===== config.mk =====
export PLATFORM = sky130hd
export DESIGN_NAME = usb_tx_line_encoder
export DESIGN_NICKNAME = d
export VERILOG_FILES = /design/src/rtl/usb_tx_pkg.sv /design/src/rtl/usb_bit_timer.sv /design/src/rtl/usb_tx_line_encoder.sv
export SDC_FILE = /design/constraint.sdc
export NUM_CORES = 1
export LEC_CHECK = 0
export BUFFER_PORTS_ARGS = -buffer_cell sky130_fd_sc_hd__buf_2
export CORE_MARGIN = 1
export CORE_UTILIZATION = 45
export DETAILED_ROUTE_END_ITERATION = 10
export GPL_TIMING_DRIVEN = 0
export MAX_ROUTING_LAYER = met4
export PLACE_DENSITY = 0.62
export SLEW_MARGIN = 10
export SYNTH_ARGS = -nofsm -noshare
export SYNTH_HDL_FRONTEND = slang
export SYNTH_SLANG_ARGS = --single-unit
export TNS_END_PERCENT = 20

===== constraint.sdc =====
create_clock -name clk -period 6 [get_ports clk]
set_input_delay 0.9 -clock clk [delete_from_list [all_inputs] [get_ports clk]]
set_output_delay 0.9 -clock clk [all_outputs]
set_load 0.005 [all_outputs]

===== src/rtl/usb_tx_pkg.sv =====
// Shared types and constants for the USB transmit line encoder.
`timescale 1ns/1ps
package usb_tx_pkg;

   typedef enum logic [2:0] {
      IDLE,
      SYNC,
      DATA,
      EOP_SE0,
      EOP_J
   } state_t;

   localparam logic [7:0] SYNC_PATTERN = 8'h80;

   // Line states packed as {d_plus, d_minus}.
   localparam logic [1:0] LINE_J   = 2'b10;
   localparam logic [1:0] LINE_K   = 2'b01;
   localparam logic [1:0] LINE_SE0 = 2'b00;

endpackage


===== src/rtl/usb_bit_timer.sv =====
// Bit-time counter: runs 0..CLKS_PER_BIT-1 while enabled, bit_tick marks the wrap cycle.
`timescale 1ns/1ps
module usb_bit_timer #(
   parameter int CLKS_PER_BIT = 8
) (
   input  logic clk,
   input  logic n_rst,
   input  logic clear,
   input  logic run,
   output logic bit_tick
);

   localparam int CW = $clog2(CLKS_PER_BIT);
   localparam logic [CW-1:0] CNT_LAST = CW'(CLKS_PER_BIT - 1);

   logic [CW-1:0] cnt;

   assign bit_tick = run && (cnt == CNT_LAST);

   always_ff @(posedge clk or negedge n_rst) begin
      if (!n_rst) begin
         cnt <= '0;
      end else if (clear) begin
         cnt <= '0;
      end else if (run) begin
         cnt <= bit_tick ? '0 : cnt + 1'b1;
      end
   end

endmodule


===== src/rtl/usb_tx_line_encoder.sv =====
// USB transmit line encoder: SYNC, bit stuffing, NRZI and EOP generation from a byte stream.
`timescale 1ns/1ps
module usb_tx_line_encoder
   import usb_tx_pkg::*;
#(
   parameter int CLKS_PER_BIT = 8,
   parameter int STUFF_LEN    = 6,
   parameter int EOP_SE0_BITS = 2
) (
   input  logic       clk,
   input  logic       n_rst,
   input  logic       tx_start,
   input  logic [7:0] tx_data,
   input  logic       tx_last,
   input  logic       tx_data_valid,
   output logic       tx_data_ready,
   output logic       d_plus,
   output logic       d_minus,
   output logic       tx_busy,
   output logic       tx_done,
   output logic       tx_error
);

   localparam int OW = $clog2(STUFF_LEN + 1);
   localparam int SW = $clog2(EOP_SE0_BITS + 1);
   localparam logic [OW-1:0] STUFF_MAX = OW'(STUFF_LEN);
   localparam logic [SW-1:0] SE0_LAST  = SW'(EOP_SE0_BITS);

   state_t        state, nxt_state;
   logic [2:0]    idx, nxt_idx;
   logic          pend, nxt_pend;
   logic [7:0]    shift, nxt_shift;
   logic          cur_last, nxt_cur_last;
   logic [OW-1:0] ones, nxt_ones;
   logic [SW-1:0] se0_cnt, nxt_se0;
   logic          lvl_j, nxt_lvl_j;
   logic [1:0]    line_q, nxt_line;
   logic [7:0]    hold_data;
   logic          hold_last;
   logic          hold_full, nxt_hold_full;
   logic          last_seen, nxt_last_seen;
   logic          err_q, nxt_err;
   logic          done_q, nxt_done;
   logic          nxt_ready;
   logic          accept, bit_tick;
   logic          launch, lbit, go_eop, eop_err;
   logic          step, step_pend, step_last;

   usb_bit_timer #(
      .CLKS_PER_BIT(CLKS_PER_BIT)
   ) u_bit_timer (
      .clk     (clk),
      .n_rst   (n_rst),
      .clear   ((state == IDLE) && tx_start),
      .run     (state != IDLE),
      .bit_tick(bit_tick)
   );

   assign accept = tx_data_valid && tx_data_ready;

   always_ff @(posedge clk or negedge n_rst) begin
      if (!n_rst) begin
         state <= IDLE;
      end else begin
         state <= nxt_state;
      end
   end

   always_comb begin
      nxt_state     = state;
      nxt_idx       = idx;
      nxt_pend      = pend;
      nxt_shift     = shift;
      nxt_cur_last  = cur_last;
      nxt_ones      = ones;
      nxt_se0       = se0_cnt;
      nxt_lvl_j     = lvl_j;
      nxt_line      = line_q;
      nxt_hold_full = hold_full;
      nxt_last_seen = last_seen;
      nxt_err       = 1'b0;
      nxt_done      = 1'b0;
      launch        = 1'b0;
      lbit          = 1'b0;
      go_eop        = 1'b0;
      eop_err       = 1'b0;
      step          = 1'b0;
      step_pend     = pend;
      step_last     = cur_last;

      if (accept) begin
         nxt_hold_full = 1'b1;
         if (tx_last) nxt_last_seen = 1'b1;
      end

      case (state)
         IDLE: begin
            if (tx_start) begin
               nxt_state     = SYNC;
               nxt_idx       = '0;
               nxt_pend      = 1'b0;
               nxt_ones      = '0;
               nxt_last_seen = 1'b0;
               launch        = 1'b1;
               lbit          = SYNC_PATTERN[0];
            end
         end
         SYNC: begin
            if (bit_tick) begin
               if (idx != 3'd7) begin
                  nxt_idx = idx + 3'd1;
                  launch  = 1'b1;
                  lbit    = SYNC_PATTERN[nxt_idx];
               end else if (!hold_full) begin
                  go_eop  = 1'b1;
                  eop_err = 1'b1;
               end else begin
                  // Enter DATA with an empty shifter so the common byte-boundary
                  // path handles both a pending stuff bit and the first load.
                  nxt_state    = DATA;
                  nxt_cur_last = 1'b0;
                  step         = 1'b1;
                  step_pend    = 1'b0;
                  step_last    = 1'b0;
               end
            end
         end
         DATA: begin
            if (bit_tick) step = 1'b1;
         end
         EOP_SE0: begin
            if (bit_tick) begin
               if (se0_cnt == SE0_LAST) begin
                  nxt_state = EOP_J;
                  nxt_line  = LINE_J;
                  nxt_lvl_j = 1'b1;
               end else begin
                  nxt_se0 = se0_cnt + 1'b1;
               end
            end
         end
         EOP_J: begin
            if (bit_tick) begin
               nxt_state     = IDLE;
               nxt_done      = 1'b1;
               nxt_hold_full = 1'b0;
               nxt_last_seen = 1'b0;
            end
         end
         default: nxt_state = IDLE;
      endcase

      // Stuff check precedes the byte boundary, so a due stuff bit goes out before EOP.
      if (step) begin
         if (ones == STUFF_MAX) begin
            launch = 1'b1;
            lbit   = 1'b0;
         end else if (step_pend) begin
            launch  = 1'b1;
            lbit    = shift[idx];
            nxt_idx = idx + 3'd1;
            if (idx == 3'd7) nxt_pend = 1'b0;
         end else if (step_last) begin
            go_eop = 1'b1;
         end else if (hold_full) begin
            nxt_shift     = hold_data;
            nxt_cur_last  = hold_last;
            nxt_hold_full = 1'b0;
            nxt_pend      = 1'b1;
            nxt_idx       = 3'd1;
            launch        = 1'b1;
            lbit          = hold_data[0];
         end else begin
            go_eop  = 1'b1;
            eop_err = 1'b1;
         end
      end

      if (go_eop) begin
         nxt_state = EOP_SE0;
         nxt_se0   = SW'(1);
         nxt_line  = LINE_SE0;
         nxt_err   = eop_err;
      end

      if (launch) begin
         if (lbit) begin
            nxt_ones = ones + 1'b1;
         end else begin
            nxt_lvl_j = ~lvl_j;
            nxt_ones  = '0;
         end
         nxt_line = nxt_lvl_j ? LINE_J : LINE_K;
      end

      nxt_ready = ((nxt_state == SYNC) || (nxt_state == DATA)) &&
                  !nxt_hold_full && !nxt_last_seen;
   end

   // Lines and status go through one more register so every bit, busy and done
   // share the same alignment with the bit timer.
   always_ff @(posedge clk or negedge n_rst) begin
      if (!n_rst) begin
         idx           <= '0;
         pend          <= 1'b0;
         shift         <= '0;
         cur_last      <= 1'b0;
         ones          <= '0;
         se0_cnt       <= '0;
         lvl_j         <= 1'b1;
         line_q        <= LINE_J;
         hold_data     <= '0;
         hold_last     <= 1'b0;
         hold_full     <= 1'b0;
         last_seen     <= 1'b0;
         err_q         <= 1'b0;
         done_q        <= 1'b0;
         tx_data_ready <= 1'b0;
         d_plus        <= 1'b1;
         d_minus       <= 1'b0;
         tx_busy       <= 1'b0;
         tx_done       <= 1'b0;
         tx_error      <= 1'b0;
      end else begin
         idx           <= nxt_idx;
         pend          <= nxt_pend;
         shift         <= nxt_shift;
         cur_last      <= nxt_cur_last;
         ones          <= nxt_ones;
         se0_cnt       <= nxt_se0;
         lvl_j         <= nxt_lvl_j;
         line_q        <= nxt_line;
         hold_full     <= nxt_hold_full;
         last_seen     <= nxt_last_seen;
         err_q         <= nxt_err;
         done_q        <= nxt_done;
         tx_data_ready <= nxt_ready;
         if (accept) begin
            hold_data <= tx_data;
            hold_last <= tx_last;
         end
         d_plus   <= line_q[1];
         d_minus  <= line_q[0];
         tx_busy  <= (state != IDLE);
         tx_done  <= done_q;
         tx_error <= err_q;
      end
   end

endmodule


* After elaboration in Yosys (flattened, before gate mapping)
Memories as Yosys holds them, arrays and structs flattened. Index checks and enable logic that the tools add are counted.
Storage, ports and cells: memories 1, input bits 13, bits in latches 0, register bits after elaboration 46, output and inout bits 6, memory bits (read-only) 8, memory bits (writable) 0
Memories:
- (name not given) | depth 8, bits a word 1, rd ports 1, clocked after Yosys merged registers in 0, wr ports 0, line usb_tx_line_encoder.sv:113 | lbit = SYNC_PATTERN[nxt_idx];
Cells by class: mux-type cells 115, reductions and logical operators 22, bitwise gates (word level) 4, shifts and indexed selects 0, equality and inequality tests 12, $mul 0, $add $sub $neg 4, order comparisons 2, div/mod/pow operators 0
Operators by type and width (number):
- 1-bit 2-to-1 mux | 76
- 3-bit 2-to-1 mux | 23
- 2-bit 2-to-1 mux | 10
- 3-bit one-hot mux with 5 select lines | 1
- 3-bit equality test, second input constant | 4
- 3-bit nonzero test | 4
- 2-bit nonzero test | 5
- 3-bit by 1-bit adder with 3-bit output, second input constant | 3
- 3-bit by 2-bit equality test with 1-bit output, second input constant | 3
- 3-bit by 4-bit less-than comparator with 1-bit output, second input constant | 2
- 3-bit by 1-bit equality test with 1-bit output, second input constant | 2
- 1-bit one-hot mux with 2 select lines | 3
- 3-bit one-hot mux with 2 select lines | 1
- 3-bit AND reduction | 2
- 1-bit logical AND | 5
- 5-bit AND reduction | 1
- 1-bit NOT | 4
- 1-bit binary-select mux with 3-bit select | 1
- 3-bit zero test | 1
- 3-bit != test, second input constant | 1
- 2-bit by 1-bit adder with 2-bit output, second input constant | 1
- 2-bit equality test, second input constant | 1
- 1-bit zero test | 2
- 2-bit != test, second input constant | 1
- other kinds (2) | 2

* Logic depth before layout (Yosys ltp)
depth in word-level cells 15, mapped depth 10

* Cells and area by module
Synthesis repeated with hierarchy kept, for this count alone.
Unflattened totals: cells, all modules 217, area, all modules 2274.7 um^2
Modules (own cells, without submodules):
- usb_tx_line_encoder | area each 2120.8 um^2, cells each 204, instances 1
- usb_bit_timer | area each 153.9 um^2, cells each 13, instances 1

* Worst setup path after synthesis
Ideal clock, no wire load.
kind register -> register, from reg idx[1], to reg line_q[0], path slack 3567 ps, period minus slack after synthesis 2433 ps, stages on the path, launching flop included 10, arrival time 2309 ps, required time 5876 ps, cell sequence dfrtp_1 -> ha_1 -> ha_1 -> nand3b_4 -> a211oi_2 -> o21ai_0 -> o31a_1 -> or2_0 -> buf_2 -> a211o_1
On the way: longest elaborated chain between the ends 15, elaborated cells on any way between the ends 48
Ends and longest elaborated chain:
- start, declared | line usb_tx_line_encoder.sv:30 | logic [2:0] idx, nxt_idx;
- start signal, assigned | line usb_tx_line_encoder.sv:225 | idx <= nxt_idx;
- 3-bit by 1-bit adder with 3-bit output | line usb_tx_line_encoder.sv:111 | nxt_idx = idx + 3'd1;
- memory read 8 x 1 bit
- 1-bit 2-to-1 mux (not written as such) | line usb_tx_line_encoder.sv:113
- 1-bit 2-to-1 mux | line usb_tx_line_encoder.sv:110 | if (idx != 3'd7) begin
- 1-bit 2-to-1 mux | line usb_tx_line_encoder.sv:109 | if (bit_tick) begin
- 1-bit 2-to-1 mux
- 1-bit 2-to-1 mux | line usb_tx_line_encoder.sv:165 | end else if (hold_full) begin
- 1-bit 2-to-1 mux | line usb_tx_line_encoder.sv:163 | end else if (step_last) begin
- 1-bit 2-to-1 mux | line usb_tx_line_encoder.sv:158 | end else if (step_pend) begin
- 1-bit 2-to-1 mux | line usb_tx_line_encoder.sv:155 | if (ones == STUFF_MAX) begin
- 1-bit 2-to-1 mux | line usb_tx_line_encoder.sv:154 | if (step) begin
- 1-bit 2-to-1 mux | line usb_tx_line_encoder.sv:187 | if (lbit) begin
- 1-bit 2-to-1 mux | line usb_tx_line_encoder.sv:186 | if (launch) begin
- 2-bit 2-to-1 mux | line usb_tx_line_encoder.sv:193 | nxt_line = nxt_lvl_j ? LINE_J : LINE_K;
- 2-bit 2-to-1 mux | line usb_tx_line_encoder.sv:186
- end signal, assigned | line usb_tx_line_encoder.sv:232 | line_q <= nxt_line;
- end, declared | line usb_tx_line_encoder.sv:37 | logic [1:0] line_q, nxt_line;
Several ways; a longest one is shown, not always the timed one. The select of a mux whose other input is x is not followed. A chain may end at the register's enable or synchronous reset.

* Worst setup path in the final report
Ends and elaborated chain as after synthesis.

==> results.cfg <==
[floorplanning]
die_w_um = 72.9
core_mm2 = 0.00479
ios = 19
placement_rows = 25
dieArea_mm2 = 0.00531
die_y_um = 72.9
initial_core_util_pct = 47.3

[clock_tree]
clock_latency_ns = 0.30
cts-buffers-inserted = 5
clk_pin_slew_ns = 0.09
hold_buffers = 0
htreeDepth = 2
post_cts_buffers = 0
cts_buffer_depth = 2
cts_root_buf = clkbuf_8
clock_sinks = 46
cts_resized = 0
cts_tree = built

[worst_setup_path]
slowest_stage = dfrtp_1
critPathMaxStageDelay_ns = 0.40
crit_family = compound AO/OA/AOI/OAI gates
crit_type = reg -> reg
r2r-start = idx[1]
cp_data_arrival_time_ns = 2.94
start_kind = register
setup.worst_path.start = idx[1]
r2r-end = line_q[0]
crit_end = line_q[0]
path_buf_inv = 1
worst-path-stages = 9
path_common_cell = ha_1
worstPathCellList = ha_1 -> ha_1 -> nand3b_4 -> a211oi_2 -> o21ai_0 -> o31a_1 -> or2_0 -> buf_2 -> a211o_1
worst-r2r-setup-slack_ns = 3.25
crit_path_end_kind = register
ff2ff_path_depth = 9
path_max_fanout = 6
required_ns = 6.19

[cells_and_area]
antenna-diode-count = 0
finalNetCount = 250
area_delta_synth_final_pct = 12.6
final_common_cell = dfrtp_1
nFillCells = 432
finish.utilization_pct = 53.2
final_layout_size_suffix_gt1_share_pct = 25.0
final_cell_mix = dfrtp_1 (43), buf_2 (21), mux2_2 (17)

[placed_design]
port_buffers = 18
place_ws_ns = 3.25
gp_congestion = 0.783
dp_hpwl_um = 3030

[worst_hold_path]
hold_path.class = reg -> reg
holdPathStages = 0

[synthesis]
synth_area_mm2 = 0.00226
syn_nets = 225
yosysUniqueCellTypes = 45
synthSimpleGateAreaFrac_pct = 14.5
synthArstFlopShare_pct = 100
yosys_warnings = 0
syn_avg_cell_area_um2 = 11.2
synth_seq_cells = 46
yosysTopAreaCellShare_pct = 47.6
synth_top_family_by_area = simple AND/OR/NAND/NOR gates
synthTopCellsByArea = dfrtp_1 (48%), mux2_2 (8.5%), ha_1 (5.5%), dfstp_2 (3.5%), a21oi_1 (2.4%)
synth_edf_count = 0
synth_xor_area_share_pct = 0.387
synth_largest_area_cell = dfrtp_1
synth.area.mux_share_pct = 11.7
ys.flop_type = dfrtp_1
synth_seq_area_share_pct = 51.1
synth_fa_ha_area_share_pct = 5.53
synth_compound_gate_area_share_pct = 13.4
syn_inst = 202

[route]
drc = 0
drtIter0Drc = 94
viasPerCell = 5.35
via_count = 1577
routedWlPerCell_um = 14.3
drt.antenna.violating_nets = 0
drt_wl_total_um = 4220
drtPass1Iterations = 4

[sta]
period_needed_ns = 2.75
fin_ws_ns = 3.25
tightest_slew_ns = 1.01
slew_headroom_pct = 32.6
fin_hold_ws_ns = 0.354
setup_violations = 0
fin_skew_ns = 0.00748
finalHoldViolations = 0
rsz0062_at_grt = false
tns_ns = 0
fmax_ghz = 0.363
finalMaxSlewViolations = 0
post-route-period-util_pct = 45.9

[flow_run]
drv_cap = 0

[global_routing]
grt_max_degree = 47
track_usage_pct = 19.0
grt_pass1_vias = 1541
overflow = 0
grt_pass1_wl_um = 7300
antenna_found_initial = 0

[power]
ir_drop_uv = 139
p_total_uw = 571
power.density_mw_per_mm2 = 224
p_leak_nw = 1.17

[run_status]
status = finished clean
power breakdown:
group	switching [mW]	total [mW]	internal, mW
clock	0.104	0.229	0.124
combinational	0.0123	0.0224	0.0101
sequential	0.00395	0.320	0.316
cell usage after synthesis (all sizes together), types with 2 or more instances:
library cell / number
nand4b: 2
mux2i: 5
ha: 10
o2bb2ai: 2
a21oi: 11
o31a: 2
mux2: 17
nand3b: 2
dfstp: 3
dfrtp: 43
o22ai: 3
a211oi: 5
nand2: 13
inv: 11
nand3: 8
nor3: 4
nor3b: 2
nor2: 14
clkbuf: 2
nand2b: 4
o31ai: 2
o21ai: 10
and3: 2
buf: 5
a211o: 3
a31o: 3
worst register-to-register path: stages, from the launching register on:
cell      delay (ns)
dfrtp_1         0.40
ha_1            0.22
ha_1            0.33
nand3b_4        0.11
a211oi_2        0.32
o21ai_0         0.27
o31a_1          0.39
or2_0           0.19
buf_2           0.15
a211o_1         0.25
how the worst min path moves through the flow:
stage / start / to
after global placement: done_q / tx_done
after CTS: done_q / tx_done
after floorplan: done_q / tx_done
after global routing: line_q[1] / d_plus
after detailed placement: done_q / tx_done
final: done_q / tx_done
logic make-up after synthesis:
kind of cell,Yosys count
xor+xnor,1
compound gates,45
simple gates,59
fa+ha+maj,10
mux,23
buf+inv,18
flops,46
layer usage:
| metal | track usage (%) | vias to the layer above | wire length [µm] |
|---|---|---|---|
| met2 | 27.9 | 26 | 1910 |
| met3 | 4.28 | 7 | 130 |
| met5 | - | - | 0 |
| met4 | 8.28 | 0 | 71 |
| li1 | - | 781 | - |
| met1 | 25.1 | 763 | 2110 |
stage by stage:
stage	area (µm²)	std cells
floorplan	2260	202
CTS	2550	295
detailed placement	2440	287
finish	2550	295
global placement	2440	287
global route	2550	295
sequential cells by signal, summed over array words and instances, names as in the netlist, 2 cells and up:
name             count
hold_data            8
idx                  3
line_q               2
ones                 3
se0_cnt              2
shift                8
state                3
u_bit_timer.cnt      3
layout make-up:
| class | count | area (µm²) | share of cell area, % |
|---|---|---|---|
| sequential | 46 | 1150 | 45.4 |
| multi-input combinational | 138 | 1030 | 40.4 |
| timing repair buffer | 18 | 90.1 | 3.54 |
| tap | 67 | 83.8 | 3.29 |
| clock buffer | 6 | 72.6 | 2.85 |
| inverter | 11 | 41.3 | 1.62 |
| clock inverter | 2 | 37.5 | 1.47 |
| buffer | 7 | 37.5 | 1.47 |
No activity file was read; power rests on OpenSTA's default activity.
